<file path="config.mk">
export PLATFORM = sky130hd
export DESIGN_NAME = hazard_unit_flat
export DESIGN_NICKNAME = d
export VERILOG_FILES = /design/src/rtl/hazard_unit_if.sv /design/src/rtl/hazard_unit.sv /design/src/flat_wrapper.sv
export SDC_FILE = /design/constraint.sdc
export NUM_CORES = 1
export LEC_CHECK = 0
export CAP_MARGIN = 15
export CORE_UTILIZATION = 42
export CTS_CLUSTER_SIZE = 12
export DETAILED_ROUTE_END_ITERATION = 10
export PLACE_DENSITY = 0.82
export SYNTH_ARGS = -nofsm -noshare
export SYNTH_HDL_FRONTEND = slang
export SYNTH_SLANG_ARGS = --single-unit
</file>
<file path="constraint.sdc">
create_clock -name clk -period 3.2 [get_ports clk]
set_input_delay 0.64 -clock clk [delete_from_list [all_inputs] [get_ports clk]]
set_output_delay 0.64 -clock clk [all_outputs]
set_load 0.02 [all_outputs]
</file>
<file path="src/rtl/hazard_unit_if.sv">
// hazard_unit_if
//   Decode/Execute-side signals exchanged between the core pipeline and the
//   hazard controller.
//   master : the pipeline; drives the Decode fields and PCSrcE, receives the
//            forwarding selects and stall/flush controls.
//   slave  : the hazard unit.
//   Signals: Rs1D, Rs2D, RdD, RegWriteD, ResultSrcD, PCSrcE (to hazard unit)
//            ForwardAE, ForwardBE, StallF, StallD, FlushD, FlushE (from it)
interface hazard_unit_if #(
    parameter int REG_ADDR_WIDTH = 5
);
    logic [REG_ADDR_WIDTH-1:0] Rs1D;
    logic [REG_ADDR_WIDTH-1:0] Rs2D;
    logic [REG_ADDR_WIDTH-1:0] RdD;
    logic                      RegWriteD;
    logic [1:0]                ResultSrcD;
    logic                      PCSrcE;
    logic [1:0]                ForwardAE;
    logic [1:0]                ForwardBE;
    logic                      StallF;
    logic                      StallD;
    logic                      FlushD;
    logic                      FlushE;

    modport master (
        output Rs1D, Rs2D, RdD, RegWriteD, ResultSrcD, PCSrcE,
        input  ForwardAE, ForwardBE, StallF, StallD, FlushD, FlushE
    );

    modport slave (
        input  Rs1D, Rs2D, RdD, RegWriteD, ResultSrcD, PCSrcE,
        output ForwardAE, ForwardBE, StallF, StallD, FlushD, FlushE
    );
endinterface

</file>
<file path="src/rtl/hazard_unit.sv">
// hazard_unit
//   Hazard controller for the five-stage RV32I pipeline. Tracks a shadow copy
//   of the register addresses and write-back controls for E, M and W, and
//   from that plus the current Decode fields produces the Execute operand
//   forwarding selects and the Fetch/Decode/Execute stall/flush controls.
//
//   Ports:
//     clk  - rising-edge clock
//     rst  - synchronous active-high reset; all outputs forced to 0 while high
//     hz   - hazard_unit_if.slave (Decode fields, PCSrcE in; selects,
//            stall/flush out)
//
//   Build option HAZARD_FORWARD_EN:
//     defined   - M/W forwarding plus a one-bubble load-use stall
//     undefined - no forwarding (selects stay 00); any dependency on an
//                 in-flight E or M writer stalls Decode instead
module hazard_unit #(
    parameter int REG_ADDR_WIDTH = 5
) (
    input  logic         clk,
    input  logic         rst,
    hazard_unit_if.slave hz
);

    localparam logic [REG_ADDR_WIDTH-1:0] X0 = '0;

    // Shadow pipeline
    logic [REG_ADDR_WIDTH-1:0] r_rs1_e, r_rs2_e, r_rd_e;
    logic                      r_regwrite_e;
    logic [1:0]                r_resultsrc_e;
    logic [REG_ADDR_WIDTH-1:0] r_rd_m;
    logic                      r_regwrite_m;
    logic [REG_ADDR_WIDTH-1:0] r_rd_w;
    logic                      r_regwrite_w;

    logic [1:0] w_fwd_a;
    logic [1:0] w_fwd_b;
    logic       w_hazard;   // data hazard needing a Decode stall + E bubble
    logic       w_stall;
    logic       w_flush_e;

    // A taken branch discards the Decode instruction, so it wins over any stall.
    assign w_stall   = w_hazard & ~hz.PCSrcE;
    assign w_flush_e = w_hazard | hz.PCSrcE;

`ifdef HAZARD_FORWARD_EN
    always_comb begin
        w_fwd_a = 2'b00;
        if (r_regwrite_m && (r_rd_m != X0) && (r_rd_m == r_rs1_e))
            w_fwd_a = 2'b10;
        else if (r_regwrite_w && (r_rd_w != X0) && (r_rd_w == r_rs1_e))
            w_fwd_a = 2'b01;
    end

    always_comb begin
        w_fwd_b = 2'b00;
        if (r_regwrite_m && (r_rd_m != X0) && (r_rd_m == r_rs2_e))
            w_fwd_b = 2'b10;
        else if (r_regwrite_w && (r_rd_w != X0) && (r_rd_w == r_rs2_e))
            w_fwd_b = 2'b01;
    end

    // Only a load in E is unresolvable by forwarding; one bubble moves it to
    // M, and from W its data reaches E through the 01 path.
    assign w_hazard = r_regwrite_e && (r_resultsrc_e == 2'b01) && (r_rd_e != X0) &&
                      ((r_rd_e == hz.Rs1D) || (r_rd_e == hz.Rs2D));
`else
    logic w_dep_rs1;
    logic w_dep_rs2;
    // Kept for a uniform shadow pipeline; without forwarding, W-stage
    // writers are covered by the register file's write-before-read.
    logic w_unused_nofwd;

    assign w_fwd_a = 2'b00;
    assign w_fwd_b = 2'b00;

    assign w_dep_rs1 = (hz.Rs1D != X0) &&
                       ((r_regwrite_e && (r_rd_e == hz.Rs1D)) ||
                        (r_regwrite_m && (r_rd_m == hz.Rs1D)));
    assign w_dep_rs2 = (hz.Rs2D != X0) &&
                       ((r_regwrite_e && (r_rd_e == hz.Rs2D)) ||
                        (r_regwrite_m && (r_rd_m == hz.Rs2D)));
    assign w_hazard  = w_dep_rs1 | w_dep_rs2;

    assign w_unused_nofwd = ^{r_resultsrc_e, r_rd_w, r_regwrite_w};
`endif

    always_ff @(posedge clk) begin
        if (rst) begin
            r_rs1_e       <= '0;
            r_rs2_e       <= '0;
            r_rd_e        <= '0;
            r_regwrite_e  <= 1'b0;
            r_resultsrc_e <= 2'b00;
            r_rd_m        <= '0;
            r_regwrite_m  <= 1'b0;
            r_rd_w        <= '0;
            r_regwrite_w  <= 1'b0;
        end else begin
            if (w_flush_e) begin
                r_rs1_e       <= '0;
                r_rs2_e       <= '0;
                r_rd_e        <= '0;
                r_regwrite_e  <= 1'b0;
                r_resultsrc_e <= 2'b00;
            end else begin
                r_rs1_e       <= hz.Rs1D;
                r_rs2_e       <= hz.Rs2D;
                r_rd_e        <= hz.RdD;
                r_regwrite_e  <= hz.RegWriteD;
                r_resultsrc_e <= hz.ResultSrcD;
            end
            r_rd_m       <= r_rd_e;
            r_regwrite_m <= r_regwrite_e;
            r_rd_w       <= r_rd_m;
            r_regwrite_w <= r_regwrite_m;
        end
    end

    // Outputs are quiet for the whole reset window.
    assign hz.ForwardAE = rst ? 2'b00 : w_fwd_a;
    assign hz.ForwardBE = rst ? 2'b00 : w_fwd_b;
    assign hz.StallF    = ~rst & w_stall;
    assign hz.StallD    = ~rst & w_stall;
    assign hz.FlushD    = ~rst & hz.PCSrcE;
    assign hz.FlushE    = ~rst & w_flush_e;

endmodule

</file>
<file path="src/flat_wrapper.sv">
// flat-port wrapper written by rule: the top's interface ports become plain ports
module hazard_unit_flat 
#(
    parameter int REG_ADDR_WIDTH = 5
)
  (clk, rst, hz_Rs1D, hz_Rs2D, hz_RdD, hz_RegWriteD, hz_ResultSrcD, hz_PCSrcE, hz_ForwardAE, hz_ForwardBE, hz_StallF, hz_StallD, hz_FlushD, hz_FlushE);
  hazard_unit_if #(.REG_ADDR_WIDTH(REG_ADDR_WIDTH)) hz_i ();
  input  logic clk;
  input  logic rst;
  input wire logic [$bits(hz_i.Rs1D)-1:0] hz_Rs1D;
  input wire logic [$bits(hz_i.Rs2D)-1:0] hz_Rs2D;
  input wire logic [$bits(hz_i.RdD)-1:0] hz_RdD;
  input wire logic [$bits(hz_i.RegWriteD)-1:0] hz_RegWriteD;
  input wire logic [$bits(hz_i.ResultSrcD)-1:0] hz_ResultSrcD;
  input wire logic [$bits(hz_i.PCSrcE)-1:0] hz_PCSrcE;
  output wire logic [$bits(hz_i.ForwardAE)-1:0] hz_ForwardAE;
  output wire logic [$bits(hz_i.ForwardBE)-1:0] hz_ForwardBE;
  output wire logic [$bits(hz_i.StallF)-1:0] hz_StallF;
  output wire logic [$bits(hz_i.StallD)-1:0] hz_StallD;
  output wire logic [$bits(hz_i.FlushD)-1:0] hz_FlushD;
  output wire logic [$bits(hz_i.FlushE)-1:0] hz_FlushE;
  assign hz_i.Rs1D = hz_Rs1D;
  assign hz_i.Rs2D = hz_Rs2D;
  assign hz_i.RdD = hz_RdD;
  assign hz_i.RegWriteD = hz_RegWriteD;
  assign hz_i.ResultSrcD = hz_ResultSrcD;
  assign hz_i.PCSrcE = hz_PCSrcE;
  assign hz_ForwardAE = hz_i.ForwardAE;
  assign hz_ForwardBE = hz_i.ForwardBE;
  assign hz_StallF = hz_i.StallF;
  assign hz_StallD = hz_i.StallD;
  assign hz_FlushD = hz_i.FlushD;
  assign hz_FlushE = hz_i.FlushE;
  hazard_unit #(.REG_ADDR_WIDTH(REG_ADDR_WIDTH)) u_core (.clk(clk), .rst(rst), .hz(hz_i));
endmodule
</file>
==> flow_summary_export.csv <==
group,metric,value,unit
worst_hold_path,hold_path_class,"reg -> reg",
detailed_routing,first_pass_iters,6,
power,ir_drop,0.000250,V
power,p_leak,0.402,nW
layout,area_growth,43.6,%
detailed_routing,drt-total-wl,1530,um
floorplan,ios,29,
synth,synth_ff_type,"dfxtp_1",
critical_path,max_stage_delay,560,ps
synth,ys_ff_latch,12,
grt,track_usage,18.3,%
floorplan,core,0.00156,mm2
floorplan,die_h,43.6,um
synth,netlist_instances,71,
detailed_routing,wire_per_inst,12.8,um
critical_path,cp.arrival,2490,ps
placed_design,numPortBuffers,22,
detailed_routing,drc_errors,4,
run_status,violations,"design-rule violations",
synth,synthTopCellsByArea,"dfxtp_1, xnor2_1, nor4b_2",
placed_design,dp_slack,-552,ps
placed_design,place_congestion,0.779,
floorplan,dieArea,0.00190,mm2
sta,hold_violations,0,
sta,fmax,0.319,GHz
synth,synth.top_cell.area_share,33.0,%
synth,ys_seq_area_share,33.0,%
sta,skew,3.96,ps
clock_network,numClockSinks,12,
power,power.density,309,mW/mm2
synth,synth_area,728,um2
critical_path,cp_slowest_cell,"or4_4",
detailed_routing,drt_iter0_markers,7,
synth,ys_warn_count,0,
run_status,status,"finished, violations left",
grt,grt_pass1_wl,2580,um
clock_network,path_clk_slew,60,ps
floorplan,die_w,43.6,um
sta,rsz0062_at_grt,"false",
detailed_routing,vias_per_cell,5.09,
detailed_routing,ant_nets,0,
layout,layout-drive-gt1-share,29.1,%
synth,synth_cell_types,20,
grt,grt.overflow.total,0,
critical_path,reg2reg_depth,6,
placed_design,placed_area,0.00101,mm2
floorplan,rows,14,
critical_path,endpoint,"hz_StallD",
critical_path,cp-end-kind,"output pin",
synth,async_flop_share,0,%
sta,setup_ws,69.6,ps
sta,setup_viol_count_final,0,
detailed_routing,vias,606,
sta,fin_crit,3130,ps
critical_path,critPathLaunchType,"primary input",
synth,synth_edf_count,0,
floorplan,initial_core_util,46.7,%
sta,slew_violations,0,
synth,synth_largest_area_cell,"dfxtp_1",
sta,hold_ws,495,ps
critical_path,r2r_slack,1480,ps
layout,layout.nets,126,
synth,synth_area_per_cell,10.3,um2
worst_hold_path,worstHoldStart,"u_core.r_regwrite_e",
critical_path,crit_chain,"dlygate4sd2_1 -> or4_4 -> nor2_2 -> nor4_1 -> or4_4 -> nor3b_4 -> buf_6",
placed_design,hpwl,1240,um
clock_network,clockBufferDepth,2,
layout,fillCellCount,138,
clock_network,cts_setup_buffers,0,
clock_network,root_buffer,"clkbuf_4",
job,drv_cap,0,
layout,finalInstanceArea,0.00105,mm2
clock_network,cts_tree,"yes",
sta,period_share,97.8,%
layout,antenna_cells,0,
critical_path,critPathLaunch,"hz_Rs2D[4]",
clock_network,worstSkewPairLatency,260,ps
clock_network,ctsHoldBuffers,0,
critical_path,rr_startpoint,"u_core.r_rd_e[2]",
critical_path,crit_type,"in -> out",
clock_network,cts_buffers,3,
critical_path,required,2560,ps
grt,grt_max_degree,13,
clock_network,ctsHtreeMaxLevel,1,
grt,grt_pass1_vias,649,
critical_path,worst_path_most_repeated_cell,"or4_4",
grt,antenna_found_initial,0,
critical_path,timing.rr.end,"u_core.r_rd_e[0]",
critical_path,cp_max_fo,3,
## per-layer routing
layer / vias up / global-route usage (%) / share of wire (%)
met5: - / 0 / 0
met4: 0 / 3.75 / 0
met3: 0 / 3.75 / 6.8
met2: 28 / 36.1 / 52
met1: 272 / 19.7 / 41
li1: 306 / - / -
## critical path, delay by kind of cell
| family | cells | cell delay (ps) |
|---|---|---|
| buffers and inverters | 2 | 400 |
| AND/OR/NAND/NOR | 5 | 1440 |
## logic make-up after synthesis
group / synth area share, %
buffers and inverters: 7.73
AO/OA/AOI/OAI: 1.37
AND/OR/NAND/NOR: 33.3
XOR/XNOR: 24.1
other: 0.515
flip-flops: 33.0
## registers in the layout (all words and copies together) (netlist names)
signal and flops:
u_core.r_regwrite_e 1, u_core.r_rd_m 5, u_core.r_rd_e 5, u_core.r_regwrite_m 1
## final cells by class
class	count	area, um2	area share [%]
Timing Repair Buffer	34	304	29.1
Clock buffer	3	22.5	2.15
Sequential cell	12	240	23.0
Multi-Input combinational cell	54	459	43.9
Tap cell	16	20.0	1.91
## stage by stage
stage	setup TNS, ps	power (mW)	instances	utilization (%)
after floorplan	0	0.203	74	-
after global placement	-1540	0.243	116	65.0
after detailed placement	-1610	0.245	116	65.0
after CTS	0	0.325	119	66.7
after global routing	0	0.340	119	67.1
final	0	0.323	119	67.1
## Yosys cell counts, types with 2 or more instances
| master | instances |
|---|---|
| xnor2_1 | 16 |
| nand2_1 | 2 |
| nand4_1 | 4 |
| nor3_1 | 2 |
| nor4b_2 | 6 |
| buf_4 | 5 |
| or4_1 | 2 |
| nor2b_1 | 7 |
| xor2_1 | 4 |
| nor4_1 | 2 |
| dfxtp_1 | 12 |
## cell usage in the layout (no fill, tap or decap)
cell type,count
xnor2_1,16
buf_4,12
dfxtp_1,12
clkdlybuf4s50_1,11
dlygate4sd2_1,8
nor2b_1,7
nor4b_2,6
nand4_1,4
xor2_1,4
conb_1,4
or4_4,3
clkbuf_4,3
buf_6,3
nand2_1,2
nor3_1,2
nor4_1,2
nor2_4,1
nor2_2,1
nor3b_4,1
o21ba_1,1
## what timing repair did
| action | in CTS | in global routing |
|---|---|---|
| setup endpoints to repair | 3 | 3 |
| resized for setup | 28 | 2 |
| pin swaps | 6 | 1 |
| gates cloned | 0 | 0 |
| endpoints found under the hold margin | 0 | 0 |
## power by group
part	leakage, nW	switching (mW)	total, mW	internal [mW]
Sequential	0.0981	0.00456	0.159	0.155
Combinational	0.290	0.0337	0.0808	0.0471
Clock	0.0138	0.0397	0.0830	0.0433
## how the worst min path moves through the flow
stage                           to  cells after the start
2_1_floorplan  u_core.r_regwrite_m                      1
3_3_place_gp   u_core.r_regwrite_m                      1
3_5_place_dp   u_core.r_regwrite_m                      1
4_1_cts        u_core.r_regwrite_m                      1
5_1_grt        u_core.r_regwrite_m                      1
6_report       u_core.r_regwrite_m                      1
Power figures use the tool's default switching activity.
